`config.mk`:
```
export PLATFORM = sky130hd
export DESIGN_NAME = edge_detector_bank
export DESIGN_NICKNAME = d
export VERILOG_FILES = /design/src/rtl/edge_detector_pkg.sv /design/src/rtl/edge_channel.sv /design/src/rtl/edge_detector_bank.sv
export SDC_FILE = /design/constraint.sdc
export NUM_CORES = 1
export LEC_CHECK = 0
export ABC_CLOCK_PERIOD_IN_PS = 2100
export CAP_MARGIN = 20
export CORE_MARGIN = 2
export CORE_UTILIZATION = 49
export DETAILED_ROUTE_END_ITERATION = 8
export GPL_TIMING_DRIVEN = 0
export HOLD_SLACK_MARGIN = 0.02
export PLACE_DENSITY = 0.92
export SLEW_MARGIN = 5
export SYNTH_ARGS = -nofsm -noshare
export SYNTH_HDL_FRONTEND = slang
export SYNTH_SLANG_ARGS = --single-unit
```
`constraint.sdc`:
```
create_clock -name iClk -period 2.1 [get_ports iClk]
set_clock_uncertainty 0.15 [all_clocks]
set_input_delay 0.525 -clock iClk [delete_from_list [all_inputs] [get_ports iClk]]
set_output_delay 0.525 -clock iClk [all_outputs]
set_load 0.02 [all_outputs]
```
`src/rtl/edge_detector_pkg.sv`:
```
// edge_detector_pkg: mode encodings, parameter limits and qualified-event selection
package edge_detector_pkg;

    typedef enum logic [1:0] {
        MODE_RISE = 2'b00,
        MODE_FALL = 2'b01,
        MODE_ANY  = 2'b10,
        MODE_NONE = 2'b11
    } mode_e;

    localparam int CHANNELS_MIN    = 1;
    localparam int CHANNELS_MAX    = 32;
    localparam int SYNC_STAGES_MIN = 2;
    localparam int SYNC_STAGES_MAX = 4;
    localparam int DEBOUNCE_MAX    = 65535;

    // Picks the pulse that counts as an event for the sticky flags; "none" masks everything
    function automatic logic select_event(input logic [1:0] mode, input logic rise,
                                          input logic fall, input logic any);
        return (mode == MODE_NONE) ? 1'b0 :
               (mode == MODE_ANY)  ? any  :
               (mode == MODE_FALL) ? fall : rise;
    endfunction

endpackage

```
`src/rtl/edge_channel.sv`:
```
// edge_channel: one input lane - synchroniser, optional debounce, edge pulses, pending/overrun flags
module edge_channel
    import edge_detector_pkg::*;
#(
    parameter int SYNC_STAGES     = 2,
    parameter int DEBOUNCE_CYCLES = 0
) (
    input  logic       iClk,
    input  logic       iReset_n,
    input  logic       iExternalInput,
    input  logic [1:0] iMode,
    input  logic       iClear,
    output logic       oFlancosP,
    output logic       oFlancosN,
    output logic       oFlancosX,
    output logic       oLevel,
    output logic       oPending,
    output logic       oOverrun,
    output logic       oPendingNext
);

    logic [SYNC_STAGES-1:0] sync_q;
    logic                   s;
    logic                   stable;
    logic                   prev_q;
    logic                   p_q, n_q, x_q;
    logic                   p_d, n_d, x_d;
    logic                   q;
    logic                   pending_q, pending_d;
    logic                   overrun_q, overrun_d;

    // Shift the raw input through the synchroniser chain
    always_ff @(posedge iClk or negedge iReset_n) begin
        if (!iReset_n) sync_q <= '0;
        else           sync_q <= {sync_q[SYNC_STAGES-2:0], iExternalInput};
    end

    assign s = sync_q[SYNC_STAGES-1];

    if (DEBOUNCE_CYCLES == 0) begin : g_no_debounce
        assign stable = s;
    end else begin : g_debounce
        localparam int CW = $clog2(DEBOUNCE_CYCLES + 1);
        localparam logic [CW-1:0] CNT_LAST = CW'(DEBOUNCE_CYCLES - 1);
        logic [CW-1:0] cnt_q, cnt_d;
        logic          stable_q, stable_d;
        // Accept a new level only after it has differed from the stable one for the full window
        always_comb begin
            stable_d = (s != stable_q && cnt_q == CNT_LAST) ? s : stable_q;
            cnt_d    = (s == stable_q || cnt_q == CNT_LAST) ? '0 : cnt_q + 1'b1;
        end
        // Debounce state
        always_ff @(posedge iClk or negedge iReset_n) begin
            if (!iReset_n) begin
                cnt_q    <= '0;
                stable_q <= 1'b0;
            end else begin
                cnt_q    <= cnt_d;
                stable_q <= stable_d;
            end
        end
        assign stable = stable_q;
    end

    // Edge pulses and sticky flags; an event beats a clear so it is never lost
    always_comb begin
        p_d       = stable & ~prev_q;
        n_d       = ~stable & prev_q;
        x_d       = stable ^ prev_q;
        q         = select_event(iMode, p_d, n_d, x_d);
        pending_d = q | (pending_q & ~iClear);
        overrun_d = q ? (overrun_q | pending_q) : (overrun_q & ~iClear);
    end

    // Register pulses, previous level and the flags
    always_ff @(posedge iClk or negedge iReset_n) begin
        if (!iReset_n) begin
            prev_q    <= 1'b0;
            p_q       <= 1'b0;
            n_q       <= 1'b0;
            x_q       <= 1'b0;
            pending_q <= 1'b0;
            overrun_q <= 1'b0;
        end else begin
            prev_q    <= stable;
            p_q       <= p_d;
            n_q       <= n_d;
            x_q       <= x_d;
            pending_q <= pending_d;
            overrun_q <= overrun_d;
        end
    end

    assign oFlancosP    = p_q;
    assign oFlancosN    = n_q;
    assign oFlancosX    = x_q;
    assign oLevel       = stable;
    assign oPending     = pending_q;
    assign oOverrun     = overrun_q;
    assign oPendingNext = pending_d;

endmodule

```
`src/rtl/edge_detector_bank.sv`:
```
// edge_detector_bank: CHANNELS independent edge detectors with sticky flags and a combined interrupt
module edge_detector_bank
    import edge_detector_pkg::*;
#(
    parameter int CHANNELS        = 8,
    parameter int SYNC_STAGES     = 2,
    parameter int DEBOUNCE_CYCLES = 0
) (
    input  logic                iClk,
    input  logic                iReset_n,
    input  logic [CHANNELS-1:0] iExternalInput,
    input  logic [1:0]          iMode,
    input  logic [CHANNELS-1:0] iClear,
    output logic [CHANNELS-1:0] oFlancosP,
    output logic [CHANNELS-1:0] oFlancosN,
    output logic [CHANNELS-1:0] oFlancosX,
    output logic [CHANNELS-1:0] oLevel,
    output logic [CHANNELS-1:0] oPending,
    output logic [CHANNELS-1:0] oOverrun,
    output logic                oIrq
);

    if (CHANNELS < CHANNELS_MIN || CHANNELS > CHANNELS_MAX ||
        SYNC_STAGES < SYNC_STAGES_MIN || SYNC_STAGES > SYNC_STAGES_MAX ||
        DEBOUNCE_CYCLES < 0 || DEBOUNCE_CYCLES > DEBOUNCE_MAX) begin : g_bad_params
        $error("edge_detector_bank: parameter out of range");
    end

    logic [CHANNELS-1:0] pending_d;
    logic                irq_q;

    for (genvar c = 0; c < CHANNELS; c++) begin : g_ch
        edge_channel #(
            .SYNC_STAGES    (SYNC_STAGES),
            .DEBOUNCE_CYCLES(DEBOUNCE_CYCLES)
        ) u_ch (
            .iClk          (iClk),
            .iReset_n      (iReset_n),
            .iExternalInput(iExternalInput[c]),
            .iMode         (iMode),
            .iClear        (iClear[c]),
            .oFlancosP     (oFlancosP[c]),
            .oFlancosN     (oFlancosN[c]),
            .oFlancosX     (oFlancosX[c]),
            .oLevel        (oLevel[c]),
            .oPending      (oPending[c]),
            .oOverrun      (oOverrun[c]),
            .oPendingNext  (pending_d[c])
        );
    end

    // Interrupt follows next-state pending so it rises together with the flag
    always_ff @(posedge iClk or negedge iReset_n) begin
        if (!iReset_n) irq_q <= 1'b0;
        else           irq_q <= |pending_d;
    end

    assign oIrq = irq_q;

endmodule

```
==> results.yml, run 1 <==
yosys:
  async_flop_share_pct: 100
  yosys-top-cells-count: "dfrtp_1, buf_4, inv_1"
  synth_area_sq_um: 2770
  synth.top_cell.area_share_pct: 58.6
  ys_warn_count: 0
  synth.distinct_cells: 22
  synthCells: 212
  synth.area.top_cells: "dfrtp_1, buf_4, ha_1, inv_1, o221ai_1"
  synthFlopType: "dfrtp_1"
  ys_seq_area_share_pct: 58.6
  synth_area_leader_cell: "dfrtp_1"
  synth_edf_count: 0
  yosysMostFrequentCell: "dfrtp_1"
  syn-num-nets: 248
  ys_seq_elements: 65
  avgSynthCellArea_sq_um: 13.1
power:
  p_comb_share_pct: 20.4
  switching_power_uw: 764
  p_per_area_nw_per_um2: 827
  intPower_mw: 2.34
  netSwitchingFraction_pct: 24.6
  p_leak_nw: 1.96
  seq_power_share_pct: 45.5
  peakVddDrop_v: 0.000535
  clkPwrFrac_pct: 34.1
cts:
  clkLatencyLatePin_ns: 0.31
  cts_htree_levels: 3
  root_buffer: "clkbuf_8"
  cts.sinks: 65
  cts_buffers: 9
  clockBufferDepth: 2
  clk_pin_slew_ns: 0.06
  cts_hold_buf: 0
  post_cts_buffers: 0
  cts_tree: "yes"
setup_path:
  worstSetupStartpointType: "flip-flop"
  r2r_cells: 6
  crit_type: "flip-flop to output port"
  r2r_slack_ns: 0.34
  cp_max_fo: 3
  required_ns: 1.42
  end_kind: "output port"
  reg2reg_from: "g_ch[4].u_ch.sync_q[1]$_DFF_PN0_"
  arrival_ns: 1.38
  r2r-end: "oIrq$_DFF_PN0_"
drt:
  routed_wirelength_microns: 5050
  drc: 0
  ant_nets: 0
  wl_per_cell_microns: 13.8
  vias_per_cell: 4.73
  firstDrtPassIters: 4
  vias: 1737
  drt_first_iter_violations: 73
global_routing:
  grt_pass1_wl_microns: 8220
  antenna_found_initial: 0
  grt_use_total_pct: 17.7
  overflow: 0
  grt_max_degree: 66
  grt_pass1_vias: 1830
sta:
  hold_viol: 0
  worstMarginPinSlew_ns: 0.781
  finalWorstPathRequiredPeriod_ns: 2.06
  fin_crit_sh_pct: 98.0
  relSlewSlack_pct: 48.0
  setup_viol: 0
  fmax_mhz: 486
  slew_viol_final: 0
  fin_ws_ns: 0.0410
  rsz0062_at_grt: "false"
floorplanning:
  io_pins: 69
  die_area_sq_um: 6280
  die_y_microns: 79.2
  core_sq_um: 5470
  die_w_microns: 79.2
  start_util_pct: 50.7
  rows: 27
flow_run:
  cap_violations: 0
layout:
  layoutNonFillerInstCount: 367
  final_nets: 326
  drive_above_1_share_pct: 26.8
  insertedDiodeCount: 0
  syn_to_final_growth_pct: 35.2
placement:
  finalWeightedCongestion: 0.789
  io_buffers: 67
  placed_cells: 351
  hpwl_microns: 3690
  pre_cts_ws_ns: -0.0620
run_status:
  status: "finished, final reports clean"
min_path:
  hp-class: "input pin to async pin"
[layout by cell type (no fill, tap or decap), drive strengths merged]
cell type      count
dfrtp             65
buf               54
clkdlybuf4s50     48
inv               26
ha                16
clkbuf            14
o221ai            12
dlymetal6s2s       9
dlygate4sd2        9
o22ai              8
mux2i              8
a22o               6
nor2               5
or2b               4
nand2b             3
a21oi              2
a21o               2
nor4               1
nand4bb            1
clkinv             1
bufinv             1
[state kept, by name, summed over array words and instances (netlist names)]
register,flops
g_ch.u_ch.oPending,8
g_ch.u_ch.oFlancosN,8
g_ch.u_ch.oFlancosP,8
g_ch.u_ch.prev_q,8
g_ch.u_ch.oFlancosX,8
g_ch.u_ch.sync_q,16
g_ch.u_ch.oOverrun,8
oIrq,1
[cell type report]
class,count,area [sq um]
Fill cell,414,1720
Sequential cell,65,1630
Timing Repair Buffer,67,679
Multi-Input combinational cell,68,643
Buffer,53,407
Clock buffer,14,173
Inverter,26,97.6
Tap cell,72,90.1
Clock inverter,2,35.0
[layer usage]
| layer | part of all wire (%) | GRT usage [%] | up-vias |
|---|---|---|---|
| li1 | - | - | 817 |
| met1 | 39 | 19.5 | 856 |
| met2 | 54 | 31.8 | 56 |
| met3 | 5.7 | 4.20 | 8 |
| met4 | 1.4 | 8.79 | 0 |
| met5 | 0 | 0 | - |
[worst max-delay path, stage by stage, from the launching register on]
cell and delay (ns):
dfrtp_1 0.37, buf_4 0.11, clkdlybuf4s50_1 0.58
[power groups by stage]
stage	Combinational [mW]	Clock, mW	Sequential (mW)
CTS	0.648	1.08	1.41
finish	0.633	1.06	1.41
floorplan	0.389	0	1.41
global route	0.683	1.14	1.42
detailed placement	0.655	0	1.43
global placement	0.636	0	1.43
[kinds of logic after synthesis]
kind of cell / share of synthesized area [%]
buffers and inverters: 18.2
flip-flops: 58.6
AO/OA/AOI/OAI: 9.11
adder cells (fa/ha/maj): 7.22
AND/OR/NAND/NOR: 3.70
multiplexers: 3.16
[worst max path at each step]
stage | startpoint | end | slack [ns] | cells after the start
after floorplan | iMode[0] | oIrq$_DFF_PN0_ | 0.41 | 5
after global placement | iReset_n | g_ch[5].u_ch.oOverrun$_DFF_PN0_ | -1.62 | 1
after detailed placement | iMode[1] | g_ch[0].u_ch.oOverrun$_DFF_PN0_ | -0.06 | 5
after CTS | g_ch[0].u_ch.sync_q[1]$_DFF_PN0_ | oLevel[0] | 0.003 | 2
after global routing | g_ch[3].u_ch.oPending$_DFF_PN0_ | oPending[3] | 0.0004 | 2
final | g_ch[3].u_ch.oPending$_DFF_PN0_ | oPending[3] | 0.04 | 2
[through the flow]
stage          hold WS (ns)  area, sq um  TNS, ns  power (mW)  util, %
2_1_floorplan        0.0794         2770        0        1.80        -
3_3_place_gp          0.183         3530  -105.33        2.06     64.6
3_5_place_dp          0.187         3530   -0.321        2.09     64.5
4_1_cts               0.156         3730        0        3.14     68.1
5_1_grt               0.192         3750        0        3.24     68.5
6_report              0.125         3750        0        3.10     68.5
[what timing repair did]
action,CTS,global route
gates resized for setup,9,9
pin swaps,0,0
cloned,0,0
endpoints found under the setup margin,9,9
No activity file was read; power rests on OpenSTA's default activity.
==> run 2: changes to the inputs <==
--- a/config.mk
+++ b/config.mk
@@ -8,11 +8,12 @@
 export ABC_CLOCK_PERIOD_IN_PS = 2100
 export CAP_MARGIN = 20
 export CORE_MARGIN = 2
-export CORE_UTILIZATION = 49
+export CORE_UTILIZATION = 50
+export CTS_BUF_LIST = sky130_fd_sc_hd__clkbuf_4 sky130_fd_sc_hd__clkbuf_8
 export DETAILED_ROUTE_END_ITERATION = 8
 export GPL_TIMING_DRIVEN = 0
 export HOLD_SLACK_MARGIN = 0.02
-export PLACE_DENSITY = 0.92
+export PLACE_DENSITY = 0.93
 export SLEW_MARGIN = 5
 export SYNTH_ARGS = -nofsm -noshare
 export SYNTH_HDL_FRONTEND = slang
==> constraint.sdc (replaced) <==
create_clock -name iClk -period 2.1 [get_ports iClk]
set_clock_uncertainty 0.15 [all_clocks]
set_input_delay 0.42 -clock iClk [delete_from_list [all_inputs] [get_ports iClk]]
set_output_delay 0.42 -clock iClk [all_outputs]
set_load 0.02 [all_outputs]
==> run 2 against run 1 <==
Largest cell class unchanged; clock power rose by 5%; via count rose by 1.0%; fmax rose by 1.0%; utilization rose by 0.36 points; global-route usage rose by 0.42 points; count of clock-buffer cells in the layout did not move; design area fell by 0.10%; setup slack improved by 0.021 ns; critical path type unchanged; sequential share of layout area barely moved; sequential cell count did not move; wire length rose by 1.1%; hold slack got worse by 0.10 ns.
==> results.yml, run 2 (synthesis gave the netlist of run 1 again) <==
drt:
  vias: 1755
  drt_first_iter_violations: 105
  vias_per_cell: 4.78
  routed_wirelength_microns: 5100
  firstDrtPassIters: 4
  ant_nets: 0
  drc: 0
  wl_per_cell_microns: 13.9
placement:
  pre_cts_ws_ns: 0.0306
  io_buffers: 67
  hpwl_microns: 3560
  finalWeightedCongestion: 0.778
layout:
  fin_util_pct: 68.9
  insertedDiodeCount: 0
  top_register: "g_ch.u_ch.sync_q"
  final_nets: 326
  largest_register_ff_count: 16
  final_common_cell: "clkdlybuf4s50_1"
  drive_above_1_share_pct: 27.5
  syn_to_final_growth_pct: 35.1
  most-common-layout-cells: "clkdlybuf4s50_1, dfrtp_1, buf_4, inv_1, ha_1"
floorplanning:
  io_pins: 69
  die_y_microns: 78.5
  die_w_microns: 78.5
  start_util_pct: 51.0
  die_area_sq_um: 6160
  rows: 27
  core_sq_um: 5440
sta:
  relSlewSlack_pct: 47.9
  finalWorstPathRequiredPeriod_ns: 2.04
  setup_viol: 0
  fin_crit_sh_pct: 97.1
  fin_setup_tns_ns: 0
  slew_viol_final: 0
  worstMarginPinSlew_ns: 0.782
  fin_ws_ns: 0.0617
  fmax_mhz: 491
  rsz0062_at_grt: "false"
  hold_viol: 0
setup_path:
  crit_path_start: "g_ch[5].u_ch.sync_q[1]$_DFF_PN0_"
  r2r_slack_ns: 0.34
  cp_max_fo: 4
  critPathCapture: "oLevel[5]"
  r2r-end: "oIrq$_DFF_PN0_"
  required_ns: 1.53
  r2r_cells: 6
  worstSetupStartpointType: "flip-flop"
  end_kind: "output port"
  arrival_ns: 1.47
  reg2reg_from: "g_ch[6].u_ch.sync_q[1]$_DFF_PN0_"
  crit_type: "flip-flop to output port"
cts:
  cts_buffers: 9
  clockBufferDepth: 2
  cts_hold_buf: 0
  cts_htree_levels: 3
  clkLatencyLatePin_ns: 0.33
  cts_resized: 0
  cts.sinks: 65
  post_cts_buffers: 0
  cts_tree: "yes"
  root_buffer: "clkbuf_8"
  clk_pin_slew_ns: 0.07
global_routing:
  overflow: 0
  grt_pass1_vias: 1803
  grt_max_degree: 66
  grt_use_total_pct: 18.1
  grt_pass1_wl_microns: 8370
  antenna_found_initial: 0
flow_run:
  cap_violations: 0
power:
  peakVddDrop_v: 0.000495
  p_leak_nw: 1.84
  p_per_area_nw_per_um2: 846
min_path:
  hp-class: "input pin to async pin"
run_status:
  status: "finished, final reports clean"
[run 2: area by class of cell]
| class | count | area [sq um] |
|---|---|---|
| Buffer | 53 | 407 |
| Clock buffer | 14 | 180 |
| Clock inverter | 2 | 35.0 |
| Fill cell | 395 | 1690 |
| Inverter | 26 | 97.6 |
| Multi-Input combinational cell | 68 | 643 |
| Sequential cell | 65 | 1630 |
| Tap cell | 72 | 90.1 |
| Timing Repair Buffer | 67 | 668 |
[run 2: through the flow]
step                hold slack, ns  power [mW]  std cells  area [sq um]
finish                      0.0222        3.17        367          3750
global route                0.0655        3.31        367          3750
CTS                         0.0393        3.20        367          3750
detailed placement           0.187        2.08        351          3530
global placement             0.183        2.06        351          3530
floorplan                  -0.0256        1.80        212          2770
[run 2: worst max-delay path, cell delays in order (launching register included)]
cell	delay, ns
dfrtp_1	0.42
buf_4	0.13
clkdlybuf4s50_1	0.59
[run 2: how the worst min path moves through the flow]
stage,startpoint,endpoint,depth (start not counted)
after CTS,iReset_n,g_ch[6].u_ch.sync_q[0]$_DFF_PN0_,1
after global routing,iReset_n,g_ch[6].u_ch.sync_q[1]$_DFF_PN0_,1
after floorplan,iReset_n,g_ch[0].u_ch.oFlancosN$_DFF_PN0_,0
after detailed placement,g_ch[5].u_ch.sync_q[0]$_DFF_PN0_,g_ch[5].u_ch.sync_q[1]$_DFF_PN0_,0
after global placement,g_ch[4].u_ch.sync_q[0]$_DFF_PN0_,g_ch[4].u_ch.sync_q[1]$_DFF_PN0_,0
final,iReset_n,g_ch[6].u_ch.prev_q$_DFF_PN0_,1
[run 2: report_power, final]
part | total (mW) | internal, mW | switching, mW
sequential | 1.41 | 1.35 | 0.0559
combinational | 0.650 | 0.356 | 0.294
clock | 1.11 | 0.671 | 0.441
total | 3.17 | 2.38 | 0.791
[run 2: metal layers]
layer  global-route usage (%)  part of all wire, %
met5                        0                    0
met4                     8.60                  2.2
met3                     4.37                  4.4
met2                     30.9                   52
met1                     21.6                   41
==> run 3: changes to the inputs <==
--- a/config.mk
+++ b/config.mk
@@ -14,6 +14,7 @@
 export GPL_TIMING_DRIVEN = 0
 export HOLD_SLACK_MARGIN = 0.02
 export PLACE_DENSITY = 0.93
+export SKIP_CTS_REPAIR_TIMING = 1
 export SLEW_MARGIN = 5
 export SYNTH_ARGS = -nofsm -noshare
 export SYNTH_HDL_FRONTEND = slang
==> results of run 3 <==
Same layout as run 2: the final DEF is identical, and so are final timing and power.
